[src/rtl/instruction_fetch_unit.sv]
// instruction_fetch_unit
// Fetches 16-bit instruction words as two bytes from a byte-wide memory,
// assembles them into the instruction register, and holds the result for
// the decoder with a valid/ready handshake. Owns the program counter.
module instruction_fetch_unit #(
    parameter logic [15:0] RESET_PC  = 16'h0000,
    parameter bit          LOW_FIRST = 1'b1
) (
    input  logic        Clock,
    input  logic        rst,
    input  logic        en,
    input  logic        pc_load,
    input  logic [15:0] pc_load_val,
    output logic        mem_rd,
    output logic [15:0] mem_addr,
    input  logic [7:0]  mem_data,
    input  logic        mem_ack,
    output logic [15:0] ir_q,
    output logic        ir_valid,
    input  logic        ir_ready,
    output logic [15:0] pc_q,
    output logic        busy
);

    localparam logic [1:0] ST_IDLE    = 2'd0;
    localparam logic [1:0] ST_FETCH_A = 2'd1;
    localparam logic [1:0] ST_FETCH_B = 2'd2;
    localparam logic [1:0] ST_HOLD    = 2'd3;

    logic [1:0]  r_state;
    logic [15:0] r_pc;
    logic [15:0] r_ir;
    logic [1:0]  w_nextState;
    logic        w_takeA;
    logic        w_takeB;

    // A byte is only accepted while requesting it, and a redirect discards it.
    assign w_takeA = (r_state == ST_FETCH_A) && mem_ack && !pc_load;
    assign w_takeB = (r_state == ST_FETCH_B) && mem_ack && !pc_load;

    assign mem_rd   = (r_state == ST_FETCH_A) || (r_state == ST_FETCH_B);
    assign ir_valid = (r_state == ST_HOLD);
    assign busy     = (r_state != ST_IDLE);
    assign mem_addr = r_pc;
    assign pc_q     = r_pc;
    assign ir_q     = r_ir;

    // Next-state decode; a PC redirect overrides every state's normal exit.
    always_comb begin
        w_nextState = r_state;
        if (pc_load) begin
            w_nextState = en ? ST_FETCH_A : ST_IDLE;
        end else begin
            case (r_state)
                ST_IDLE:    if (en)       w_nextState = ST_FETCH_A;
                ST_FETCH_A: if (mem_ack)  w_nextState = ST_FETCH_B;
                ST_FETCH_B: if (mem_ack)  w_nextState = ST_HOLD;
                ST_HOLD:    if (ir_ready) w_nextState = en ? ST_FETCH_A : ST_IDLE;
                default:                  w_nextState = ST_IDLE;
            endcase
        end
    end

    // State register.
    always_ff @(posedge Clock) begin
        if (rst) begin
            r_state <= ST_IDLE;
        end else begin
            r_state <= w_nextState;
        end
    end

    // Program counter: redirect wins, otherwise advance once per accepted byte (wraps mod 2^16).
    always_ff @(posedge Clock) begin
        if (rst) begin
            r_pc <= RESET_PC;
        end else if (pc_load) begin
            r_pc <= pc_load_val;
        end else if (w_takeA || w_takeB) begin
            r_pc <= r_pc + 16'd1;
        end
    end

    // Instruction register: each half is written only on its own accepted byte.
    always_ff @(posedge Clock) begin
        if (rst) begin
            r_ir <= 16'h0000;
        end else begin
            if (w_takeA) begin
                if (LOW_FIRST) begin
                    r_ir[7:0] <= mem_data;
                end else begin
                    r_ir[15:8] <= mem_data;
                end
            end
            if (w_takeB) begin
                if (LOW_FIRST) begin
                    r_ir[15:8] <= mem_data;
                end else begin
                    r_ir[7:0] <= mem_data;
                end
            end
        end
    end

endmodule
[config.mk]
export PLATFORM = sky130hd
export DESIGN_NAME = instruction_fetch_unit
export DESIGN_NICKNAME = d
export VERILOG_FILES = /design/src/rtl/instruction_fetch_unit.sv
export SDC_FILE = /design/constraint.sdc
export NUM_CORES = 1
export LEC_CHECK = 0
export CORE_MARGIN = 2
export CORE_UTILIZATION = 41
export DETAILED_ROUTE_END_ITERATION = 10
export PLACE_DENSITY = 0.84
export SYNTH_ARGS = -nofsm -noshare
export SYNTH_HDL_FRONTEND = slang
export SYNTH_SLANG_ARGS = --single-unit
[constraint.sdc]
create_clock -name Clock -period 2.53 [get_ports Clock]
set_input_delay 0.506 -clock Clock [delete_from_list [all_inputs] [get_ports Clock]]
set_output_delay 0.506 -clock Clock [all_outputs]
set_load 0.03 [all_outputs]
==> qor.yml, run 1 <==
numPortBuffers: 80
finalInstanceArea_um2: 2620
outcome: "finished clean"
grt_max_degree: 38
fill_cells: 367
grt_pass1_vias: 1620
initial_utilization_pct: 43.5
syn_nets: 256
fp.coreArea_um2: 4090
drv_slew: 0
clock-sinks: 34
dpl_cell_area_um2: 2510
antenna_found_initial: 0
cts_tree: "built"
required_ns: 2.02
whs_path_depth: 2
ys_seq_area_share_pct: 38.3
gr-total-overflow: 0
hold_buffers: 0
netlist_instances: 221
cts_buffers: 5
worst_pin_slew_ns: 0.496
hpwl_mm: 3.39
post_drt_wl_per_cell_um: 13.8
hold-worst-slack_ns: 0.457
worst-path-buf-inv: 2
ys_types: 39
setup_ws_ns: 0.276
cp-end-kind: "output port"
clock-root-buffer: "clkbuf_8"
hold_viol: 0
r2r-start: "r_state[0]"
clockBufferDepth: 2
drive_gt1_share_pct: 5.57
synth_top_family_by_area: "simple AND/OR/NAND/NOR gates"
path_class: "reg2out"
drtIter0Drc: 117
yosys.area_share.simple_pct: 26.1
via_per_inst: 5.31
p_leak_nw: 0.896
layout.nets: 321
crit_fanout: 4
ant_nets: 0
drc: 0
r2r_end: "mem_addr[9]"
path_delay_family: "buffers and inverters"
powerDensity_nw_per_um2: 543
hold_end: "ir_q[6]"
min_period_ns: 2.25
fp.dieW_um: 69.8
tns_ns: 0
num_rows: 23
r2r_cells: 6
rsz0062_at_grt: "no"
num_vias: 1791
ir_worst_vdd_uv: 383
multi_input_area_um2: 913
fmax_mhz: 444
critical_path.max_stage_delay_ns: 0.67
synth-edff-count: 0
clkLatencyLatePin_ns: 0.28
synth_area_per_cell_um2: 8.04
arrival_ns: 1.75
synthXorXnorAreaFrac_pct: 4.44
cp_cell_sequence: "inv_1 -> ha_1 -> clkdlybuf4s50_1"
area_delta_synth_final_pct: 47.5
slowest_stage: "clkdlybuf4s50_1"
finalClockSkew_ns: 0.00582
synthMuxAreaShare_pct: 1.69
die_area_um2: 4880
synth_compound_area_share_pct: 15.7
firstDrtPassIters: 4
r2r_slack_ns: 0.31
drv_cap: 0
wirelength_mm: 4.66
hold_path.class: "reg2reg"
post-route-period-util_pct: 89.1
min_from: "ir_q[6]"
cts_setup_buffers: 0
cts_resized: 0
path_clk_slew_ns: 0.06
start_kind: "register"
relSlewSlack_pct: 66.8
syn_area_um2: 1780
synth_fa_ha_area_share_pct: 3.52
n_antenna_cell: 0
io_pins: 81
ys.flop_type: "dfxtp_1"
cts_max_level: 2
ys_async_sr_fraction_pct: 0
grt_pass1_wl_mm: 7.60
synth_warnings: 0
setup_viol_count_final: 0
die_h_um: 69.8
grt_usage_pct: 19.1
place_ws_ns: 0.225
gp_congestion: 0.787
regArea_um2: 681
ys_ff_latch: 34
-- cells in the mapped netlist (4+ instances only) --
master,count,area (µm²)
nor4_1,4,25.0
nor3_1,4,20.0
a21oi_1,20,100
nand3_1,21,105
nand2_1,32,120
o211ai_1,4,30.0
a311oi_1,4,35.0
buf_4,16,120
clkbuf_1,7,26.3
a211oi_1,7,52.6
inv_1,4,15.0
ha_1,5,62.6
xnor2_1,5,43.8
nor2_1,15,56.3
xor2_1,4,35.0
dfxtp_1,34,681
-- cells by family (layout without fill, tap and decap cells) --
| group | after synthesis | after routing |
|---|---|---|
| DFF | 34 | 34 |
| xor gates and xnor gates | 9 | 9 |
| AOI/OAI and AO/OA | 44 | 44 |
| and+or+nand+nor | 94 | 94 |
| adders and majority gates | 5 | 5 |
| muxes | 3 | 3 |
| buffers and inverters | 32 | 98 |
-- how the worst max path moves through the flow --
stage | from | to | cells past startpoint
2_1_floorplan | mem_addr[5] | mem_addr[13] | 4
3_3_place_gp | mem_ack | mem_addr[9] | 5
3_5_place_dp | mem_ack | mem_addr[9] | 5
4_1_cts | r_state[0] | mem_rd | 3
5_1_grt | r_state[0] | mem_addr[12] | 6
6_report | r_state[0] | mem_rd | 3
-- state kept, by name, summed over array words and instances, names as in the netlist --
name,flops
ir_q,16
mem_addr,16
r_state,2
-- per-stage QoR --
step	std cells	util [%]	power, mW
floorplan	221	-	0.809
global placement	329	61.5	0.942
detailed placement	329	61.5	0.947
CTS	337	64.1	1.43
global route	337	64.1	1.48
finish	337	64.1	1.42
-- cell usage in the layout (no fill, tap or decap), types with 4 or more instances in the layout --
| cell | instances |
|---|---|
| nand3_1 | 21 |
| buf_4 | 5 |
| clkbuf_8 | 5 |
| a21oi_1 | 20 |
| xnor2_1 | 5 |
| a311oi_1 | 4 |
| inv_1 | 4 |
| xor2_1 | 4 |
| a211oi_1 | 7 |
| clkdlybuf4s50_1 | 80 |
| ha_1 | 5 |
| nand2_1 | 32 |
| dfxtp_1 | 34 |
| nor4_1 | 4 |
| nor2_1 | 15 |
| nor3_1 | 4 |
| o211ai_1 | 4 |
-- worst register-to-register path: cells and delay by family (launching register included) --
family | cells | cell delay [ns]
compound gates | 2 | 0.51
xor+xnor | 1 | 0.15
fa+ha+maj | 1 | 0.46
buf+inv | 1 | 0.12
flops | 1 | 0.34
simple gates | 1 | 0.56
-- power breakdown --
part,total [mW],switching (mW),internal [mW]
Sequential,0.595,0.0346,0.561
Clock,0.486,0.191,0.295
Combinational,0.341,0.185,0.156
-- metal layers --
metal	vias to the layer above	routed length (µm)	GRT usage (%)
met5	-	0	0
met4	0	86	5.98
met3	10	264	5.52
met2	61	2160	29.9
met1	820	2150	25.4
li1	900	-	-
-- layout make-up --
type / instances / area share [%]
sequential: 34 / 26.0
clock buffer: 7 / 2.91
clock inverter: 1 / 1.15
tap: 50 / 2.39
multi-input combinational: 155 / 34.9
inverter: 5 / 0.716
timing repair buffer: 85 / 32.0
Power figures use the tool's default switching activity.
==> inputs of run 2 (changes only) <==
--- a/config.mk
+++ b/config.mk
@@ -5,10 +5,12 @@
 export SDC_FILE = /design/constraint.sdc
 export NUM_CORES = 1
 export LEC_CHECK = 0
+export ABC_AREA = 1
 export CORE_MARGIN = 2
-export CORE_UTILIZATION = 41
+export CORE_UTILIZATION = 43
 export DETAILED_ROUTE_END_ITERATION = 10
-export PLACE_DENSITY = 0.84
+export PLACE_DENSITY = 0.85
+export SLEW_MARGIN = 0
 export SYNTH_ARGS = -nofsm -noshare
 export SYNTH_HDL_FRONTEND = slang
 export SYNTH_SLANG_ARGS = --single-unit
==> run 2 against run 1 <==
  * Global-route usage up 1.4 points
  * Non-clock buffer count down 3
  * Sequential share of layout area down 1.8 points
  * First-iteration DRC count down 37%
  * Total power up 6.0%
  * Design area up 7.5%
  * Sequential power up 2%
  * Via count up 12%
  * Maximum frequency down 0.81%
  * Clock-buffer cell count down 2
  * Critical endpoint unchanged
==> qor.yml, run 2 <==
path_clk_slew_ns: 0.07
netlist_instances: 280
ir_worst_vdd_uv: 341
die_h_um: 71.7
setup_viol_count_final: 0
num_rows: 24
io_pins: 81
synth_fa_ha_area_share_pct: 3.17
hpwl_mm: 3.71
worst_pin_slew_ns: 0.509
relSlewSlack_pct: 66.0
synthXorXnorAreaFrac_pct: 1.33
synth_area_per_cell_um2: 7.04
drc: 0
cts_buffers: 5
clock-sinks: 34
wirelength_mm: 4.96
clockBufferDepth: 2
fp.dieW_um: 71.7
crit_fanout: 5
final_util_pct: 64.2
drv_slew: 0
drive_gt1_share_pct: 9.46
path_class: "reg2out"
rsz0062_at_grt: "no"
synthMuxAreaShare_pct: 0
initial_utilization_pct: 45.0
arrival_ns: 1.77
cts_max_level: 2
drtIter0Drc: 74
synth_area_leaders: "dfxtp_1, nand2_1, nor2_1, o21ai_0, buf_4"
total_power_mw: 1.51
post-route-period-util_pct: 89.8
ys_ff_latch: 34
grt_max_degree: 22
via_per_inst: 5.00
p_leak_nw: 1.11
post_drt_wl_per_cell_um: 12.4
yosysTopAreaCell: "dfxtp_1"
hold_path.class: "reg2reg"
synth-edff-count: 0
ys_async_sr_fraction_pct: 0
synth_compound_area_share_pct: 14.3
area_delta_synth_final_pct: 42.8
gp_congestion: 0.814
clkLatencyLatePin_ns: 0.30
tns_ns: 0
finalClockSkew_ns: 0.00928
grt_usage_pct: 20.5
seq_power_share_pct: 40.1
yosysMostFrequentCell: "nand2_1"
synth_top_family_by_area: "simple AND/OR/NAND/NOR gates"
fmax_mhz: 440
slowest_stage: "clkdlybuf4s50_1"
final_common_cell: "clkdlybuf4s50_1"
swShare_pct: 31.8
power.switching_mw: 0.479
required_ns: 2.02
layout.nets: 383
ys.flop_type: "dfxtp_1"
dp_cells: 393
critical_path.max_stage_delay_ns: 0.67
grt_pass1_vias: 1868
ys_types: 32
cp_cell_sequence: "inv_1 -> ha_1 -> clkdlybuf4s50_1"
numPortBuffers: 80
gr-total-overflow: 0
n_antenna_cell: 0
cts_resized: 0
firstDrtPassIters: 4
hold_viol: 0
num_vias: 2004
p_int_mw: 1.03
yosysTopAreaCellShare_pct: 34.5
powerDensity_nw_per_um2: 535
die_area_um2: 5140
hold_buffers: 0
final_cell_mix: "clkdlybuf4s50_1, nand2_1, nor2_1"
synth_common_cells: "nand2_1, nor2_1, dfxtp_1"
syn_area_um2: 1970
antenna_found_initial: 0
cts_tree: "built"
grt_pass1_wl_mm: 8.34
outcome: "finished clean"
clkPwrFrac_pct: 33.8
clock-root-buffer: "clkbuf_8"
start_kind: "register"
fin_cells: 401
drv_cap: 0
min_period_ns: 2.27
ant_nets: 0
yosys.area_share.simple_pct: 32.2
cts_setup_buffers: 0
comb_power_share_pct: 26.2
syn_nets: 315
cp-end-kind: "output port"
synth_warnings: 0
ys_seq_area_share_pct: 34.5
fp.coreArea_um2: 4380
run 2: cell types whose count changed after synthesis, sizes merged, moves of 4 or more:
cell / change
a211oi: -7
a21oi: -9
a22oi: +4
a311oi: -4
a31oi: +4
clkbuf: -4
inv: +29
nand2: +21
nor2: +39
nor4: -4
o21ai: +26
xnor2: -4
run 2: final cells by class:
| cell class | instances | area, µm² |
|---|---|---|
| Clock buffer | 5 | 68.8 |
| Clock inverter | 3 | 45.0 |
| Sequential cell | 34 | 681 |
| Inverter | 34 | 135 |
| Fill cell | 396 | 1570 |
| Tap cell | 52 | 65.1 |
| Timing Repair Buffer | 82 | 816 |
| Multi-Input combinational cell | 191 | 1010 |
run 2: through the flow:
| stage | setup slack, ns | cell area, µm² | hold slack, ns |
|---|---|---|---|
| 5_1_grt | 0.181 | 2820 | 0.518 |
| 3_5_place_dp | 0.584 | 2700 | 0.475 |
| 2_1_floorplan | 0.992 | 1970 | 0.504 |
| 6_report | 0.258 | 2820 | 0.492 |
| 4_1_cts | 0.252 | 2820 | 0.494 |
| 3_3_place_gp | 0.606 | 2700 | 0.461 |
run 2: final timing paths:
check	start	end	cells after the start	slack, ns
worst max-delay path	r_state[0]	mem_rd	3	0.26
worst min register to register	ir_q[13]	ir_q[13]	2	0.49
worst min-delay path	ir_q[13]	ir_q[13]	2	0.49
worst max register to register	r_state[0]	mem_addr[9]	9	0.85
run 2: cell families after synthesis:
kind of cell,Yosys count
AOI/OAI and AO/OA,52
xor gates and xnor gates,3
adders and majority gates,5
buffers and inverters,55
DFF,34
and+or+nand+nor,131
run 2: critical path: cells and delay by family (launching register included):
kind	cells	cell delay [ns]
buffers and inverters	2	0.77
flip-flops	1	0.40
adder cells (fa/ha/maj)	1	0.31
run 2: metal layers:
| layer | GRT usage [%] | share of wire (%) | wire, µm | vias up |
|---|---|---|---|---|
| li1 | - | - | - | 1018 |
| met3 | 7.59 | 9.4 | 466 | 11 |
| met1 | 24.8 | 43 | 2120 | 895 |
| met4 | 9.01 | 2.1 | 102 | 0 |
| met5 | 0 | 0 | 0 | - |
| met2 | 32.7 | 46 | 2280 | 80 |
run 2: power groups by stage:
| stage | clock (mW) | combinational (mW) | sequential (mW) |
|---|---|---|---|
| 4_1_cts | 0.519 | 0.396 | 0.604 |
| 3_3_place_gp | 0 | 0.388 | 0.614 |
| 2_1_floorplan | 0 | 0.197 | 0.661 |
| 5_1_grt | 0.551 | 0.424 | 0.610 |
| 6_report | 0.509 | 0.394 | 0.604 |
| 3_5_place_dp | 0 | 0.394 | 0.616 |
